**config.mk**
```make
export PLATFORM = sky130hd
export DESIGN_NAME = mem_port_arbiter
export DESIGN_NICKNAME = d
export VERILOG_FILES = /design/src/rtl/mem_port_arbiter.sv
export SDC_FILE = /design/constraint.sdc
export NUM_CORES = 1
export LEC_CHECK = 0
export BUFFER_PORTS_ARGS = -buffer_cell sky130_fd_sc_hd__buf_2
export CORE_ASPECT_RATIO = 2
export CORE_MARGIN = 10
export CORE_UTILIZATION = 40
export DETAILED_ROUTE_END_ITERATION = 8
export HOLD_SLACK_MARGIN = 0.02
export PLACE_DENSITY = 0.85
export SYNTH_ARGS = -nofsm -noshare
export SYNTH_HDL_FRONTEND = slang
export SYNTH_SLANG_ARGS = --single-unit
```
**constraint.sdc**
```tcl
create_clock -name clk -period 3.8 [get_ports clk]
set_input_delay 0.19 -clock clk [delete_from_list [all_inputs] [get_ports clk]]
set_output_delay 0.19 -clock clk [all_outputs]
set_load 0.1 [all_outputs]
```
**src/rtl/mem_port_arbiter.sv**
```systemverilog
// mem_port_arbiter: round-robin arbiter giving one core per cycle a load or store on a single memory port,
// with a fixed-latency, in-order load-return pipeline.
module mem_port_arbiter #(
    parameter int NCORES = 4,
    parameter int RD_LAT = 2
) (
    input  logic                 clk,
    input  logic                 rst_n,
    input  logic [NCORES-1:0]    req_ld,
    input  logic [NCORES-1:0]    req_st,
    input  logic [NCORES*16-1:0] req_addr,
    input  logic [NCORES*16-1:0] req_wdata,
    output logic [NCORES-1:0]    gnt,
    output logic                 gnt_st,
    output logic [NCORES-1:0]    rd_valid,
    output logic [15:0]          rd_data,
    output logic                 mem_en,
    output logic                 mem_we,
    output logic [15:0]          mem_addr,
    output logic [15:0]          mem_wdata,
    input  logic [15:0]          mem_rdata
);
    localparam int IW = (NCORES > 1) ? $clog2(NCORES) : 1;

    logic [IW-1:0]     rr_q, rr_d, win, idx;
    logic [NCORES-1:0] st_done_q, st_done_d, st_eff, pend, ld_gnt;
    logic              found, is_st;
    logic [RD_LAT-1:0] pv_q;
    logic [IW-1:0]     pid_q [RD_LAT];

    // A core whose store was already granted while its load is still held competes only with the load.
    assign st_eff = req_st & ~st_done_q;
    assign pend   = rst_n ? (req_ld | st_eff) : '0;

    always_comb begin
        found = 1'b0;
        win   = '0;
        idx   = '0;
        for (int i = 0; i < NCORES; i++) begin
            idx = IW'((int'(rr_q) + i) % NCORES);
            if (!found && pend[idx]) begin
                found = 1'b1;
                win   = idx;
            end
        end
    end

    always_comb begin
        is_st     = found && st_eff[win];
        gnt       = found ? (NCORES'(1) << win) : '0;
        gnt_st    = is_st;
        ld_gnt    = (found && !is_st) ? gnt : '0;
        mem_en    = found;
        mem_we    = is_st;
        mem_addr  = found ? req_addr[int'(win)*16 +: 16] : '0;
        mem_wdata = is_st ? req_wdata[int'(win)*16 +: 16] : '0;
        rr_d      = found ? ((int'(win) == NCORES-1) ? '0 : win + 1'b1) : rr_q;
        st_done_d = (st_done_q | (is_st ? gnt : '0)) & ~ld_gnt & req_ld & req_st;
        rd_valid  = pv_q[RD_LAT-1] ? (NCORES'(1) << pid_q[RD_LAT-1]) : '0;
        rd_data   = pv_q[RD_LAT-1] ? mem_rdata : '0;
    end

    always_ff @(posedge clk or negedge rst_n) begin
        if (!rst_n) begin
            rr_q      <= '0;
            st_done_q <= '0;
            pv_q      <= '0;
            for (int i = 0; i < RD_LAT; i++) pid_q[i] <= '0;
        end else begin
            rr_q      <= rr_d;
            st_done_q <= st_done_d;
            pv_q[0]   <= found && !is_st;
            pid_q[0]  <= win;
            for (int i = 1; i < RD_LAT; i++) begin
                pv_q[i]  <= pv_q[i-1];
                pid_q[i] <= pid_q[i-1];
            end
        end
    end
endmodule
```
# Word-level counts from Yosys, hierarchy flattened
# Index checks and enable logic that the tools add are counted.
totals:
  inputBits: 154
  word_cells: 63
  n_memories: 0
  register_bits: 12
  ramBits: 0
  latch_bits: 0
  romBits: 0
  out_inout_bits: 59
op_classes:
  magnitude_cmp: 5
  n_eq_ne: 1
  mux: 27
  n_div: 0
  n_mul: 0
  reduce_logical: 9
  n_bitwise: 8
  n_addsub: 4
  shifts: 4
op_table:
  columns: ["op", "count"]
  rows:
  - ["indexed part select 64 x 7 -> 16 bit", 2]
  - ["2-to-1 mux 16 bit", 3]
  - ["2-to-1 mux 4 bit", 5]
  - ["bitwise AND 4 bit", 4]
  - ["< comparator 2 x 3 -> 1 bit, second input constant", 5]
  - ["binary-select mux 1 bit (select 2 bit)", 5]
  - ["2-to-1 mux 2 bit", 5]
  - ["2-to-1 mux 1 bit", 9]
  - ["inverter 4 bit", 2]
  - ["bitwise OR 4 bit", 2]
  - ["<< shifter 1 x 2 -> 4 bit, first input constant", 2]
  - ["logical AND 1 bit", 5]
  - ["adder 2 x 1 -> 2 bit, second input constant", 2]
  - ["adder 2 bit, second input constant", 2]
  - ["zero test 1 bit", 4]
  - ["equality test 2 x 1 -> 1 bit, second input constant", 1]

# Longest topological paths before layout
depth:
  word_depth: 26
  mapped_depth: 11
  mapped_depth_nobuf: 9

# Worst setup path before layout
# Ideal clock, no wire load.
synth_timing:
  kind: "reg-to-output"
  from: "reg st_done_q[2]"
  to: "out mem_wdata[0]"
  path_stages_with_launch: 8
  arrival_time_ns: 6.242
  t_required_ns: 3.610
  setup_slack_ns: -2.632
  path_buffers: 2
  cell_sequence: "dfrtp_1 -> nand2b_1 -> a211o_1 -> a211o_1 -> and3b_1 -> buf_6 -> buf_6 -> a2111oi_0"
synth_between:
  elab_chain_cells: 20
  elab_cells_between_ends: 31
  cone_classes: "1 x shift; 20 x mux; 3 x bitwise; 7 x reduce/logical"
synth_rtl:
  columns: ["element", "line_no", "source"]
  rows:
  - ["from (decl)", "26", "logic [NCORES-1:0] st_done_q, st_done_d, st_eff, pend, ld_gnt;"]
  - ["from (signal assigned)", "71", "st_done_q <= st_done_d;"]
  - ["inverter 4 bit (*)", "32", "assign st_eff = req_st & ~st_done_q;"]
  - ["bitwise AND 4 bit (*)", "32", null]
  - ["branches (longest 17 deep; another with bitwise OR 4 bit)", null, null]
  - ["2-to-1 mux 16 bit (*)", "56", "mem_wdata = is_st ? req_wdata[int'(win)*16 +: 16] : '0;"]
  - ["to (decl)", "20", "output logic [15:0] mem_wdata,"]
# Every way passes the cells marked *. The select of a mux whose other input is x is not followed.

# Worst setup path in the final report
layout_timing:
  from: "in rst_n"
  to: "out mem_wdata[10]"
layout_between:
  elab_chain_cells: 17
  elab_cells_between_ends: 28
  cone_classes: "1 x shift; 20 x mux; 7 x reduce/logical"
layout_rtl:
  columns: ["element", "line_no", "source"]
  rows:
  - ["from (decl)", "8", "input logic rst_n,"]
  - ["2-to-1 mux 4 bit (*)", "33", "assign pend = rst_n ? (req_ld | st_eff) : '0;"]
  - ["branches (longest 15 deep; another with binary-select mux 1 bit (select 2 bit))", null, null]
  - ["2-to-1 mux 16 bit (*)", "56", null]
# Marks and branches as above.

==> run_results.csv <==
group,metric,value,unit
run_status,status,"complete, no violations",
final_layout,fin_cells,501,
sta,post-route-min-period,3.39,ns
final_layout,nets,602,
logic_synthesis,synth_fp_nets,398,
floorplanning,die_h,123,µm
placed_design,dp_cells,496,
routing,ant_nets,0,
logic_synthesis,synth-adder-area-share,2.34,%
logic_synthesis,synthSimpleGateAreaFrac,16.8,%
clocking,postCtsSetupBuffers,0,
floorplanning,die_x,71.7,µm
global_routing,grt.total_usage,21.9,%
floorplanning,io_pins,213,
floorplanning,rows,37,
placed_design,gp_congestion,0.883,
global_routing,grt_pass1_vias,3137,
floorplanning,fp.coreArea,5180,µm²
sta,finClkSkew,0.00529,ns
logic_synthesis,synth_common_cells,"mux2i_1, o22ai_1, and2_1, a211oi_1, o21a_1",
clocking,cts.sinks,12,
power,clkPwrFrac,7.7,%
worst_hold_path,hold_path.startpoint,"req_st[3]",
worst_hold_path,holdPathEnd,"st_done_q[3]",
logic_synthesis,seq_area_frac_synth,14.0,%
clocking,clockBufferDepth,2,
clocking,cts_max_level,1,
worst_hold_path,holdPathStages,3,
logic_synthesis,muxShareOfSynthArea,22.4,%
sta,drv_slew,0,
routing,drt_wl_total,10500,µm
worst_setup_path,crit_type,"input pin to output port",
global_routing,grt_max_degree,37,
logic_synthesis,synth_top_area_share,22.4,%
logic_synthesis,ys_types,43,
logic_synthesis,synthFlopType,"dfrtp_1",
worst_setup_path,regToRegStartpoint,"st_done_q[2]",
global_routing,grt_pass1_wl,15900,µm
logic_synthesis,yosysMostFrequentCell,"mux2i_1",
power,powerDensity,539,nW/µm²
placed_design,dpl.hpwl,9110,µm
clocking,clk_latency,0.25,ns
logic_synthesis,syn_area_per_cell,8.92,µm²
worst_setup_path,critPathMaxFanout,19,
routing,wire_per_inst,20.9,µm
power,power_switching,1.25,mW
sta,post-route-period-util,89.3,%
worst_setup_path,rrSetupSlack,1.27,ns
logic_synthesis,postSynthCellCount,240,
logic_synthesis,ys_seq_elements,12,
worst_setup_path,end_kind,"output port",
worst_setup_path,startpoint_type,"input pin",
logic_synthesis,yosysWarnings,0,
sta,setup-tns-final,0,ns
routing,drcViolationCount,0,
final_layout,diodes,0,
logic_synthesis,synth-compound-area-share,36.1,%
routing,via_per_inst,5.61,
worst_setup_path,cp_data_arrival_time,3.20,ns
worst_setup_path,required,3.61,ns
power,power_frac_seq,9.1,%
global_routing,overflow,0,
clocking,clk_pin_slew_worst_paths,0.06,ns
logic_synthesis,synth-edff-count,0,
logic_synthesis,yosysTopAreaCell,"mux2i_1",
clocking,cts_made_buffers,3,
final_layout,drive_above_1_share,56.0,%
logic_synthesis,synth_area_leaders,"mux2i_1, dfrtp_1, a2111oi_2",
power,switching_share,64.2,%
final_layout,finalCoreUtilization,69.5,%
clocking,cts-root-buf,"clkbuf_8",
logic_synthesis,syn_area,2140,µm²
routing,drtPass1Iterations,4,
logic_synthesis,synth_xor_area_share,0,%
floorplanning,dieArea,8860,µm²
sta,finalSetupViolations,0,
power,vdd_drop_max,0.489,mV
placed_design,io_buffers,212,
worst_setup_path,rr_worst_depth,9,
sta,fmax,295,MHz
worst_hold_path,hold_path_class,"input pin to flip-flop",
sta,tightest_slew,0.567,ns
worst_setup_path,r2r_end,"st_done_q[3]",
clocking,cts_tree,"built",
routing,vias,2810,
logic_synthesis,async_reset_ff_share,100,%
sta,timing.final.hold_violations,0,
global_routing,antenna_found_initial,0,
final_layout,area_growth,68.4,%
routing,drt_iter0_markers,93,
sta,rsz0062_at_grt,"no",
power,leakage,1.85,nW
power,intPower,695,µW
sta,max-slew-margin-rel,62.2,%
power,power_frac_comb,83.2,%
sta,holdWs,0.241,ns
floorplanning,start_util,41.3,%
logic_synthesis,synth_top_family_by_area,"compound AO/OA/AOI/OAI gates",
flow_run,cap_violations,0,
how the worst max path moves through the flow:
stage / from / endpoint / slack [ns]
6_report: rst_n / mem_wdata[10] / 0.41
5_1_grt: rst_n / mem_wdata[4] / 0.15
2_1_floorplan: st_done_q[2] / mem_wdata[0] / -1.27
3_3_place_gp: st_done_q[2] / mem_wdata[3] / 0.96
4_1_cts: rst_n / mem_wdata[10] / 0.41
3_5_place_dp: st_done_q[2] / mem_wdata[10] / 0.87
flip-flops by register name, summed over array words and instances, names as in the netlist:
register   count
pv_q           2
pid_q          4
rr_q           2
st_done_q      4
through the flow:
step	power, mW	setup slack [ns]	area [µm²]
final	1.94	0.407	3610
after global routing	2.02	0.155	3610
after CTS	1.95	0.411	3610
after detailed placement	1.80	0.871	3540
after global placement	1.78	0.958	3540
after floorplan	1.41	-1.27	2240
metal layers:
layer / track usage (%) / share of wire (%) / vias up
li1: - / - / 1347
met1: 19.6 / 31 / 1307
met2: 44.8 / 59 / 142
met3: 7.22 / 8.8 / 14
met4: 4.26 / 1.3 / 0
met5: 0 / 0 / -
critical path, cell delays in order:
cell and delay (ns):
dlygate4sd3_1 0.52, buf_2 0.36, inv_1 0.15, nor2_1 0.17, a32oi_1 0.13, o32ai_1 0.39
o32ai_4 0.25, buf_4 0.29, a2111oi_4 0.24, buf_2 0.49
final cells by class:
cell class              count  area [µm²]
well taps                  58        72.6
clock buffers               4        55.1
multi-input cells         199        1780
repair buffers            220        1370
flip-flops and latches     12         300
inverters                   8        33.8
fillers                   390        1580
placed cells by master, fill, tap and decap left out, drive strengths merged, types with 3 or more instances in the layout:
cell	n
nand2	5
nand2b	3
inv	6
o21a	16
a211oi	16
ha	4
buf	219
nor2	10
a211o	3
o22ai	22
nor2b	3
mux2i	48
a2111oi	16
a21o	3
and2	21
nand3	10
clkbuf	4
dfrtp	12
a21oi	3
cell families (layout without fill, tap and decap cells):
kind of cell    Yosys count  count (layout)
flops                    12              12
buf+inv                  29             232
compound gates           88              88
mux                      48              48
simple gates             59              59
fa+ha+maj                 4               4
timing repair:
item,in CTS,in global routing
hold endpoints to repair,12,0
gates resized for setup,0,0
hold buffers,1,0
power groups by stage:
stage	registers, mW	logic (mW)	clock network (mW)
after floorplan	0.163	1.24	0
after global placement	0.175	1.60	0
after detailed placement	0.177	1.62	0
after CTS	0.176	1.63	0.149
after global routing	0.181	1.69	0.156
final	0.177	1.62	0.149
Note: power is estimated with default switching activity, not from simulation.
